File: src/rtl/mem_access_stage_if.sv
// Data-memory bus between the memory stage (master) and the data memory (slave):
// req/ready request handshake plus an rvalid read-return strobe.
interface mem_access_stage_if #(
    parameter int XLEN   = 32,
    parameter int ADDR_W = 32
);
    logic              dmem_req;
    logic              dmem_we;
    logic [ADDR_W-1:0] dmem_addr;
    logic [XLEN-1:0]   dmem_wdata;
    logic [3:0]        dmem_wmask;
    logic              dmem_ready;
    logic              dmem_rvalid;
    logic [XLEN-1:0]   dmem_rdata;

    modport master (
        output dmem_req, dmem_we, dmem_addr, dmem_wdata, dmem_wmask,
        input  dmem_ready, dmem_rvalid, dmem_rdata
    );

    modport slave (
        input  dmem_req, dmem_we, dmem_addr, dmem_wdata, dmem_wmask,
        output dmem_ready, dmem_rvalid, dmem_rdata
    );
endinterface

File: src/rtl/mem_access_stage.sv
// RV32I memory stage: issues data-memory requests, steers store lanes, aligns and
// extends loads, and holds the MEM/WB register consumed by writeback.
module mem_access_stage #(
    parameter int XLEN   = 32,
    parameter int ADDR_W = 32
) (
    input  logic                  i_clk,
    input  logic                  i_rst,
    input  logic                  ex_valid,
    input  logic                  ex_mem_read,
    input  logic                  ex_mem_write,
    input  logic                  ex_reg_write,
    input  logic [2:0]            ex_funct3,
    input  logic [XLEN-1:0]       ex_alu_result,
    input  logic [XLEN-1:0]       ex_store_data,
    input  logic [4:0]            ex_rd,
    output logic                  mem_stall,
    mem_access_stage_if.master    dmem,
    output logic                  wb_valid,
    output logic                  mem_read,
    output logic                  reg_write,
    output logic [XLEN-1:0]       mem_data_out,
    output logic [XLEN-1:0]       alu_result,
    output logic [4:0]            wb_rd,
    output logic                  misaligned
);
    localparam logic [1:0] S_IDLE = 2'd0;
    localparam logic [1:0] S_REQ  = 2'd1;
    localparam logic [1:0] S_WAIT = 2'd2;

    logic [1:0]      state_q, state_d;
    logic [XLEN-1:0] addr_q, addr_d, sdata_q, sdata_d;
    logic [2:0]      f3_q, f3_d;
    logic [4:0]      rd_q, rd_d;
    logic            load_q, load_d, rw_q, rw_d;

    logic            wbv_q, wbv_d, wbmr_q, wbmr_d, wbrw_q, wbrw_d, wbmis_q, wbmis_d;
    logic [XLEN-1:0] wbdata_q, wbdata_d, wbalu_q, wbalu_d;
    logic [4:0]      wbrd_q, wbrd_d;

    logic            ex_mem, ex_mis, start;
    logic [XLEN-1:0] st_wdata, ld_data;
    logic [3:0]      st_wmask;
    logic [7:0]      ld_byte;
    logic [15:0]     ld_half;

    assign ex_mem    = ex_mem_read | ex_mem_write;
    assign ex_mis    = ((ex_funct3[1:0] == 2'b01) && ex_alu_result[0]) ||
                       ((ex_funct3[1:0] == 2'b10) && (ex_alu_result[1:0] != 2'b00));
    assign start     = (state_q == S_IDLE) && ex_valid && ex_mem && !ex_mis;
    assign mem_stall = (state_q != S_IDLE) || start;

    always_comb begin
        case (f3_q[1:0])
            2'b00: begin
                st_wdata = {4{sdata_q[7:0]}};
                st_wmask = 4'b0001 << addr_q[1:0];
            end
            2'b01: begin
                st_wdata = {2{sdata_q[15:0]}};
                st_wmask = 4'b0011 << addr_q[1:0];
            end
            default: begin
                st_wdata = sdata_q;
                st_wmask = 4'b1111;
            end
        endcase
    end

    always_comb begin
        ld_byte = dmem.dmem_rdata[{addr_q[1:0], 3'b000} +: 8];
        ld_half = addr_q[1] ? dmem.dmem_rdata[31:16] : dmem.dmem_rdata[15:0];
        case (f3_q)
            3'b000:  ld_data = {{(XLEN-8){ld_byte[7]}}, ld_byte};
            3'b001:  ld_data = {{(XLEN-16){ld_half[15]}}, ld_half};
            3'b100:  ld_data = {{(XLEN-8){1'b0}}, ld_byte};
            3'b101:  ld_data = {{(XLEN-16){1'b0}}, ld_half};
            default: ld_data = dmem.dmem_rdata;
        endcase
    end

    assign dmem.dmem_req   = (state_q == S_REQ);
    assign dmem.dmem_we    = (state_q == S_REQ) && !load_q;
    assign dmem.dmem_addr  = {addr_q[ADDR_W-1:2], 2'b00};
    assign dmem.dmem_wdata = st_wdata;
    assign dmem.dmem_wmask = ((state_q == S_REQ) && !load_q) ? st_wmask : '0;

    // MEM/WB control bits default to a bubble each cycle; data fields hold.
    always_comb begin
        state_d  = state_q;
        addr_d   = addr_q;
        sdata_d  = sdata_q;
        f3_d     = f3_q;
        rd_d     = rd_q;
        load_d   = load_q;
        rw_d     = rw_q;
        wbv_d    = 1'b0;
        wbmr_d   = 1'b0;
        wbrw_d   = 1'b0;
        wbmis_d  = 1'b0;
        wbdata_d = wbdata_q;
        wbalu_d  = wbalu_q;
        wbrd_d   = wbrd_q;
        case (state_q)
            S_IDLE: begin
                if (ex_valid) begin
                    if (!ex_mem || ex_mis) begin
                        wbv_d   = 1'b1;
                        wbrw_d  = ex_reg_write && !ex_mem;
                        wbmis_d = ex_mem;
                        wbalu_d = ex_alu_result;
                        wbrd_d  = ex_rd;
                    end else begin
                        addr_d  = ex_alu_result;
                        sdata_d = ex_store_data;
                        f3_d    = ex_funct3;
                        rd_d    = ex_rd;
                        load_d  = ex_mem_read;
                        rw_d    = ex_reg_write;
                        state_d = S_REQ;
                    end
                end
            end
            S_REQ: begin
                if (dmem.dmem_ready) begin
                    if (load_q) begin
                        state_d = S_WAIT;
                    end else begin
                        wbv_d   = 1'b1;
                        wbalu_d = addr_q;
                        wbrd_d  = rd_q;
                        state_d = S_IDLE;
                    end
                end
            end
            S_WAIT: begin
                if (dmem.dmem_rvalid) begin
                    wbv_d    = 1'b1;
                    wbmr_d   = 1'b1;
                    wbrw_d   = rw_q;
                    wbdata_d = ld_data;
                    wbalu_d  = addr_q;
                    wbrd_d   = rd_q;
                    state_d  = S_IDLE;
                end
            end
            default: state_d = S_IDLE;
        endcase
    end

    always_ff @(posedge i_clk or posedge i_rst) begin
        if (i_rst) begin
            state_q  <= S_IDLE;
            addr_q   <= '0;
            sdata_q  <= '0;
            f3_q     <= '0;
            rd_q     <= '0;
            load_q   <= 1'b0;
            rw_q     <= 1'b0;
            wbv_q    <= 1'b0;
            wbmr_q   <= 1'b0;
            wbrw_q   <= 1'b0;
            wbmis_q  <= 1'b0;
            wbdata_q <= '0;
            wbalu_q  <= '0;
            wbrd_q   <= '0;
        end else begin
            state_q  <= state_d;
            addr_q   <= addr_d;
            sdata_q  <= sdata_d;
            f3_q     <= f3_d;
            rd_q     <= rd_d;
            load_q   <= load_d;
            rw_q     <= rw_d;
            wbv_q    <= wbv_d;
            wbmr_q   <= wbmr_d;
            wbrw_q   <= wbrw_d;
            wbmis_q  <= wbmis_d;
            wbdata_q <= wbdata_d;
            wbalu_q  <= wbalu_d;
            wbrd_q   <= wbrd_d;
        end
    end

    assign wb_valid     = wbv_q;
    assign mem_read     = wbmr_q;
    assign reg_write    = wbrw_q;
    assign misaligned   = wbmis_q;
    assign mem_data_out = wbdata_q;
    assign alu_result   = wbalu_q;
    assign wb_rd        = wbrd_q;
endmodule

File: src/flat_wrapper.sv
// flat-port wrapper written by rule: the top's interface ports become plain ports
module mem_access_stage_flat 
#(
    parameter int XLEN   = 32,
    parameter int ADDR_W = 32
)
  (i_clk, i_rst, ex_valid, ex_mem_read, ex_mem_write, ex_reg_write, ex_funct3, ex_alu_result, ex_store_data, ex_rd, mem_stall, wb_valid, mem_read, reg_write, mem_data_out, alu_result, wb_rd, misaligned, dmem_dmem_req, dmem_dmem_we, dmem_dmem_addr, dmem_dmem_wdata, dmem_dmem_wmask, dmem_dmem_ready, dmem_dmem_rvalid, dmem_dmem_rdata);
  mem_access_stage_if #(.XLEN(XLEN), .ADDR_W(ADDR_W)) dmem_i ();
  input  logic i_clk;
  input  logic i_rst;
  input  logic ex_valid;
  input  logic ex_mem_read;
  input  logic ex_mem_write;
  input  logic ex_reg_write;
  input  logic [2:0] ex_funct3;
  input  logic [XLEN-1:0] ex_alu_result;
  input  logic [XLEN-1:0] ex_store_data;
  input  logic [4:0] ex_rd;
  output logic mem_stall;
  output logic wb_valid;
  output logic mem_read;
  output logic reg_write;
  output logic [XLEN-1:0] mem_data_out;
  output logic [XLEN-1:0] alu_result;
  output logic [4:0] wb_rd;
  output logic misaligned;
  output wire logic [$bits(dmem_i.dmem_req)-1:0] dmem_dmem_req;
  output wire logic [$bits(dmem_i.dmem_we)-1:0] dmem_dmem_we;
  output wire logic [$bits(dmem_i.dmem_addr)-1:0] dmem_dmem_addr;
  output wire logic [$bits(dmem_i.dmem_wdata)-1:0] dmem_dmem_wdata;
  output wire logic [$bits(dmem_i.dmem_wmask)-1:0] dmem_dmem_wmask;
  input wire logic [$bits(dmem_i.dmem_ready)-1:0] dmem_dmem_ready;
  input wire logic [$bits(dmem_i.dmem_rvalid)-1:0] dmem_dmem_rvalid;
  input wire logic [$bits(dmem_i.dmem_rdata)-1:0] dmem_dmem_rdata;
  assign dmem_dmem_req = dmem_i.dmem_req;
  assign dmem_dmem_we = dmem_i.dmem_we;
  assign dmem_dmem_addr = dmem_i.dmem_addr;
  assign dmem_dmem_wdata = dmem_i.dmem_wdata;
  assign dmem_dmem_wmask = dmem_i.dmem_wmask;
  assign dmem_i.dmem_ready = dmem_dmem_ready;
  assign dmem_i.dmem_rvalid = dmem_dmem_rvalid;
  assign dmem_i.dmem_rdata = dmem_dmem_rdata;
  mem_access_stage #(.XLEN(XLEN), .ADDR_W(ADDR_W)) u_core (.i_clk(i_clk), .i_rst(i_rst), .ex_valid(ex_valid), .ex_mem_read(ex_mem_read), .ex_mem_write(ex_mem_write), .ex_reg_write(ex_reg_write), .ex_funct3(ex_funct3), .ex_alu_result(ex_alu_result), .ex_store_data(ex_store_data), .ex_rd(ex_rd), .mem_stall(mem_stall), .dmem(dmem_i), .wb_valid(wb_valid), .mem_read(mem_read), .reg_write(reg_write), .mem_data_out(mem_data_out), .alu_result(alu_result), .wb_rd(wb_rd), .misaligned(misaligned));
endmodule
File: config.mk
export PLATFORM = sky130hd
export DESIGN_NAME = mem_access_stage_flat
export DESIGN_NICKNAME = d
export VERILOG_FILES = /design/src/rtl/mem_access_stage_if.sv /design/src/rtl/mem_access_stage.sv /design/src/flat_wrapper.sv
export SDC_FILE = /design/constraint.sdc
export NUM_CORES = 1
export LEC_CHECK = 0
export ABC_AREA = 1
export CORE_ASPECT_RATIO = 0.7
export CORE_MARGIN = 2
export CORE_UTILIZATION = 51
export CTS_CLUSTER_SIZE = 10
export DETAILED_ROUTE_END_ITERATION = 12
export PLACE_DENSITY_LB_ADDON = 0.15
export SYNTH_ARGS = -nofsm -noshare
export SYNTH_HDL_FRONTEND = slang
export SYNTH_SLANG_ARGS = --single-unit
File: constraint.sdc
create_clock -name i_clk -period 15.37 [get_ports i_clk]
set_input_delay 3.8425 -clock i_clk [delete_from_list [all_inputs] [get_ports i_clk]]
set_output_delay 3.8425 -clock i_clk [all_outputs]
set_load 0.01 [all_outputs]
After elaboration in Yosys (flattened, before gate mapping)
Index checks and enable logic that the tools add are counted.

Register bits: 149. Output and inout port bits: 144. Word-level logic and storage cells: 93.

Eq/ne operators: 14. Shifts and indexed selects: 3. Muxes and demuxes: 37. Bitwise gates (word level): 2. Reduce and logical (&&, ||, !) cells: 23.

Operator list (count): two-way mux 32 bit (5); one-hot mux 32 bit (4 select lines) (1); one-hot mux 32 bit (3 select lines) (1); one-hot mux 32 bit (2 select lines) (1); indexed part select 32 x 6 -> 8 bit (1); two-way mux 5 bit (5); two-way mux 16 bit (1); one-hot mux 5 bit (3 select lines) (1); two-way mux 1 bit (12); two-way mux 2 bit (5); != test 2 bit, second input constant (5); one-hot mux 4 bit (2 select lines) (1); logical AND 1 bit (7); == test 2 x 1 -> 1 bit, second input constant (3); == test 3 bit, second input constant (2); one-hot mux 2 bit (3 select lines) (1); AND reduction 6 bit (1); == test 2 bit, second input constant (2); zero test 2 bit (2); two-way mux 4 bit (1); AND reduction 4 bit (1); nonzero test 2 bit (2); left shift 1 x 2 -> 4 bit, first input constant (1); left shift 2 x 2 -> 4 bit, first input constant (1); other kinds (12) (16).

Logic depth before layout (Yosys ltp)
Depth in word-level cells: 7. Mapped depth: 11.

Worst setup path before layout
OpenSTA, ideal clock, no wires.

Path type: input to output. From: input ex_funct3[1]. To: output mem_stall. Data arrival time: 4444 ps. Data required time: 11528 ps. Path slack: 7083 ps. Stages: 6. Path buffers: 1. Cells stage by stage: inv_1 nor2_1 nand2_2 nand3_4 buf_6 nand2_2.

Word-level cells in the longest chain between the ends: 6. Elaborated cells on any way between the ends: 8.

RTL lines: start: declaration (RTL line flat_wrapper.sv:15) `input logic [2:0] ex_funct3;`; == test 2 x 1 -> 1 bit or == test 2 bit (tied branches) (RTL line mem_access_stage.sv:48, mem_access_stage.sv:49); logical AND 1 bit (on tied branches) (RTL line mem_access_stage.sv:48, mem_access_stage.sv:49); logical OR 1 bit * (RTL line mem_access_stage.sv:48) `assign ex_mis = ((ex_funct3[1:0] == 2'b01) && ex_alu_result[0]) ||`; zero test 1 bit * (RTL line mem_access_stage.sv:50) `assign start = (state_q == S_IDLE) && ex_valid && ex_mem && !ex_mis;`; logical AND 1 bit * (RTL line mem_access_stage.sv:50); logical OR 1 bit * (RTL line mem_access_stage.sv:51) `assign mem_stall = (state_q != S_IDLE) || start;`; end: declaration (RTL line flat_wrapper.sv:19) `output logic mem_stall;`.

Every way passes the cells marked *; elsewhere a longest branch is shown, timed or not.

Worst setup path after layout
From: input ex_funct3[0]. To: output mem_stall.

The elaborated chain is that of the path after synthesis.

==> out/results.txt <==
Fin. Hold Viols = 0
DRC Markers = 0
clock buffer depth = 2
R2R depth = 9
port bufs = 253
peak supply drop = 0.1194 mV
Max Cap Viol = 0
CP endpoint kind = output pin
n_diodes = 0
pwr/cell area = 224.4 nW/um^2
Die Ht = 109.1 um
vias in the first global route = 6,527
Avg Vias per Cell = 5.064
crit share post-route = 59.62%
HPWL Detailed = 14.36 mm
area leader, netlist = dfrtp_1
Syn. warnings = 0
latest clock arrival within the worst-skew pair = 420 ps
critical path fanouts, max = 3
area delta synth->final = 33.72%
Die W = 154.1 um
final max-slew violation count = 0
nets = 1,302
Arr. time, crit path = 5320 ps
clk sinks = 149
DR WL/cell = 15.05 um
CTS Root Cell = clkbuf_16
P_leak = 5.145 nW
Crit path required time = 11,530 ps
Worst Hold Path Cells = 2
CTS H-tree lvls = 4
clock slew at the register clock pins of the worst setup and hold paths = 60 ps
routability cong. = 0.8551
I/O Pins = 256
Mapped Cells = 1,006
Distinct cells, synth = 32
met2 GRT Util = 38.21%
critical path class = in -> out
Register Area = 3730 sq um
hold crit path type = reg -> reg
Core ar. = 15,450 sq um
Tmin final = 9164 ps
gr busiest metal = met2
TritonCTS clock tree = built
M3 GR Usage = 8.665%
layout cells sized above 1 = 9.599%
hold slack = 470.3 ps
final setup vio count = 0
cts repair resizes = 0
Slew Limit Headroom = 23.84%
largest net degree at the start of global routing = 84
global route overflow = 0
first-pass GRT wire length = 33.35 mm
achievable frequency = 109.1 MHz
cell row count = 38
vias post-DR = 7,080
Initial Utilization = 52.06%
RSZ-0062 raised after global routing = false
post-synthesis register bit count = 149
top cells by area, synth = dfrtp_1 (46%), nand2_1 (14%), inv_1 (5.5%), buf_4 (4.6%), o21ai_0 (4.0%)
GRT met1 Usage = 35.28%
Synth Area per Inst = 7.997 sq um
setup_tns = 0 ps
Mapped Area = 8045 sq um
most frequent cells in the layout = nand2_1 (298), clkdlybuf4s50_1 (253), dfrtp_1 (148)
initial DRC count = 481
register area share after synthesis = 46.35%
Total GRT Usage = 25.16%
top cell type's share of synthesized area = 46.35%
Worst Tran Pin Value = 1142 ps
critical path launch point type = primary input
status = complete, no violations
Pre-antenna DRT Iters = 5
total wire length = 21.04 mm
area of the multi-input gates = 3131 sq um
Setup Fix Bufs, Post-CTS = 0
antenna violations before repair = 0
ANT nets after route = 0
CTS buffer count = 17
Fin Clk Skew = 16.07 ps
CTS Hold Bufs = 0
most common cell after layout, fill and taps aside = nand2_1
fillers = 1,259
area of the die = 16,810 sq um
## registers in the layout, summed over array words and instances (netlist names), 2 cells and up
register	count
u_core.addr_q	32
u_core.alu_result	32
u_core.f3_q	3
u_core.mem_data_out	32
u_core.rd_q	5
u_core.sdata_q	32
u_core.state_q	2
u_core.wb_rd	5
## path summary, 6_finish.rpt
check                                startpoint  slack (ps)                 endpoint
max in group asynchronous                 i_rst       10050           u_core.rd_q[1]
min in group asynchronous                 i_rst        3940  u_core.mem_data_out[22]
setup reg to reg              u_core.state_q[0]       12360           u_core.rd_q[2]
hold / removal             u_core.alu_result[3]         470     u_core.alu_result[3]
hold reg to reg            u_core.alu_result[3]         470     u_core.alu_result[3]
setup / recovery                   ex_funct3[0]        6210                mem_stall
## worst max-delay path, stage by stage
cell,delay (ps)
clkdlybuf4s50_1,550
nor2_1,90
nand2_2,100
nand3_4,70
nand2_2,100
clkdlybuf4s50_1,550
## Yosys cell counts
library cell and instances:
buf_12 3, a21oi_1 28, a21oi_2 26, buf_1 3, a21boi_0 1, clkbuf_1 19, nand3_2 2, o22ai_2 1
o21ai_2 11, buf_2 8, o211ai_1 2, o221ai_1 7, inv_1 118, nor2_8 1, a31oi_1 3, dfrtp_1 149
buf_4 49, conb_1 1, nand2_1 298, nand3_4 1, ha_1 4, nand3_1 63, nor2_4 14, nand2_4 1
o21ai_0 64, buf_6 16, o31ai_1 1, inv_2 7, o21ai_1 57, nand2_2 7, nor2_2 5, nor2_1 36
## per-layer routing
layer / routed length [um] / share of wire (%)
met1: 9773 / 46
met2: 9258 / 44
met3: 1856 / 8.8
met4: 151 / 0.72
met5: 0 / 0
## through the flow
| step | worst slack (ps) | cell area [sq um] | instances | util, % | power (mW) |
|---|---|---|---|---|---|
| after detailed placement | 6183 | 10150 | 1367 | 65.72 | 1.988 |
| after floorplan | 7083 | 8049 | 1007 | - | 1.516 |
| after CTS | 6185 | 10760 | 1398 | 69.62 | 2.431 |
| final | 6206 | 10760 | 1398 | 69.62 | 2.414 |
| after global routing | 6141 | 10760 | 1398 | 69.62 | 2.594 |
| after global placement | 6209 | 10150 | 1367 | 65.72 | 1.968 |
## cells by family (layout without fill, tap and decap cells)
kind of cell,Yosys count,after routing,share of synthesized area [%]
adders and majority gates,4,4,0.6221
DFF,149,149,46.35
and+or+nand+nor,428,428,23.25
other,1,2,0.04661
AOI/OAI and AO/OA,201,201,14.82
buffers and inverters,223,414,14.91
## final cells by class
class | count | area share, %
sequential | 149 | 34.67
inverter | 125 | 4.408
clock buffer | 18 | 3.989
clock inverter | 13 | 1.617
tap | 200 | 2.326
multi-input combinational | 635 | 29.10
timing repair buffer | 258 | 23.89
## where the power goes
group | switching, mW | internal (mW)
Sequential | 0.144 | 0.584
Clock | 0.173 | 0.258
Combinational | 0.675 | 0.580
Total | 0.992 | 1.42
Note: power is estimated with default switching activity, not from simulation.
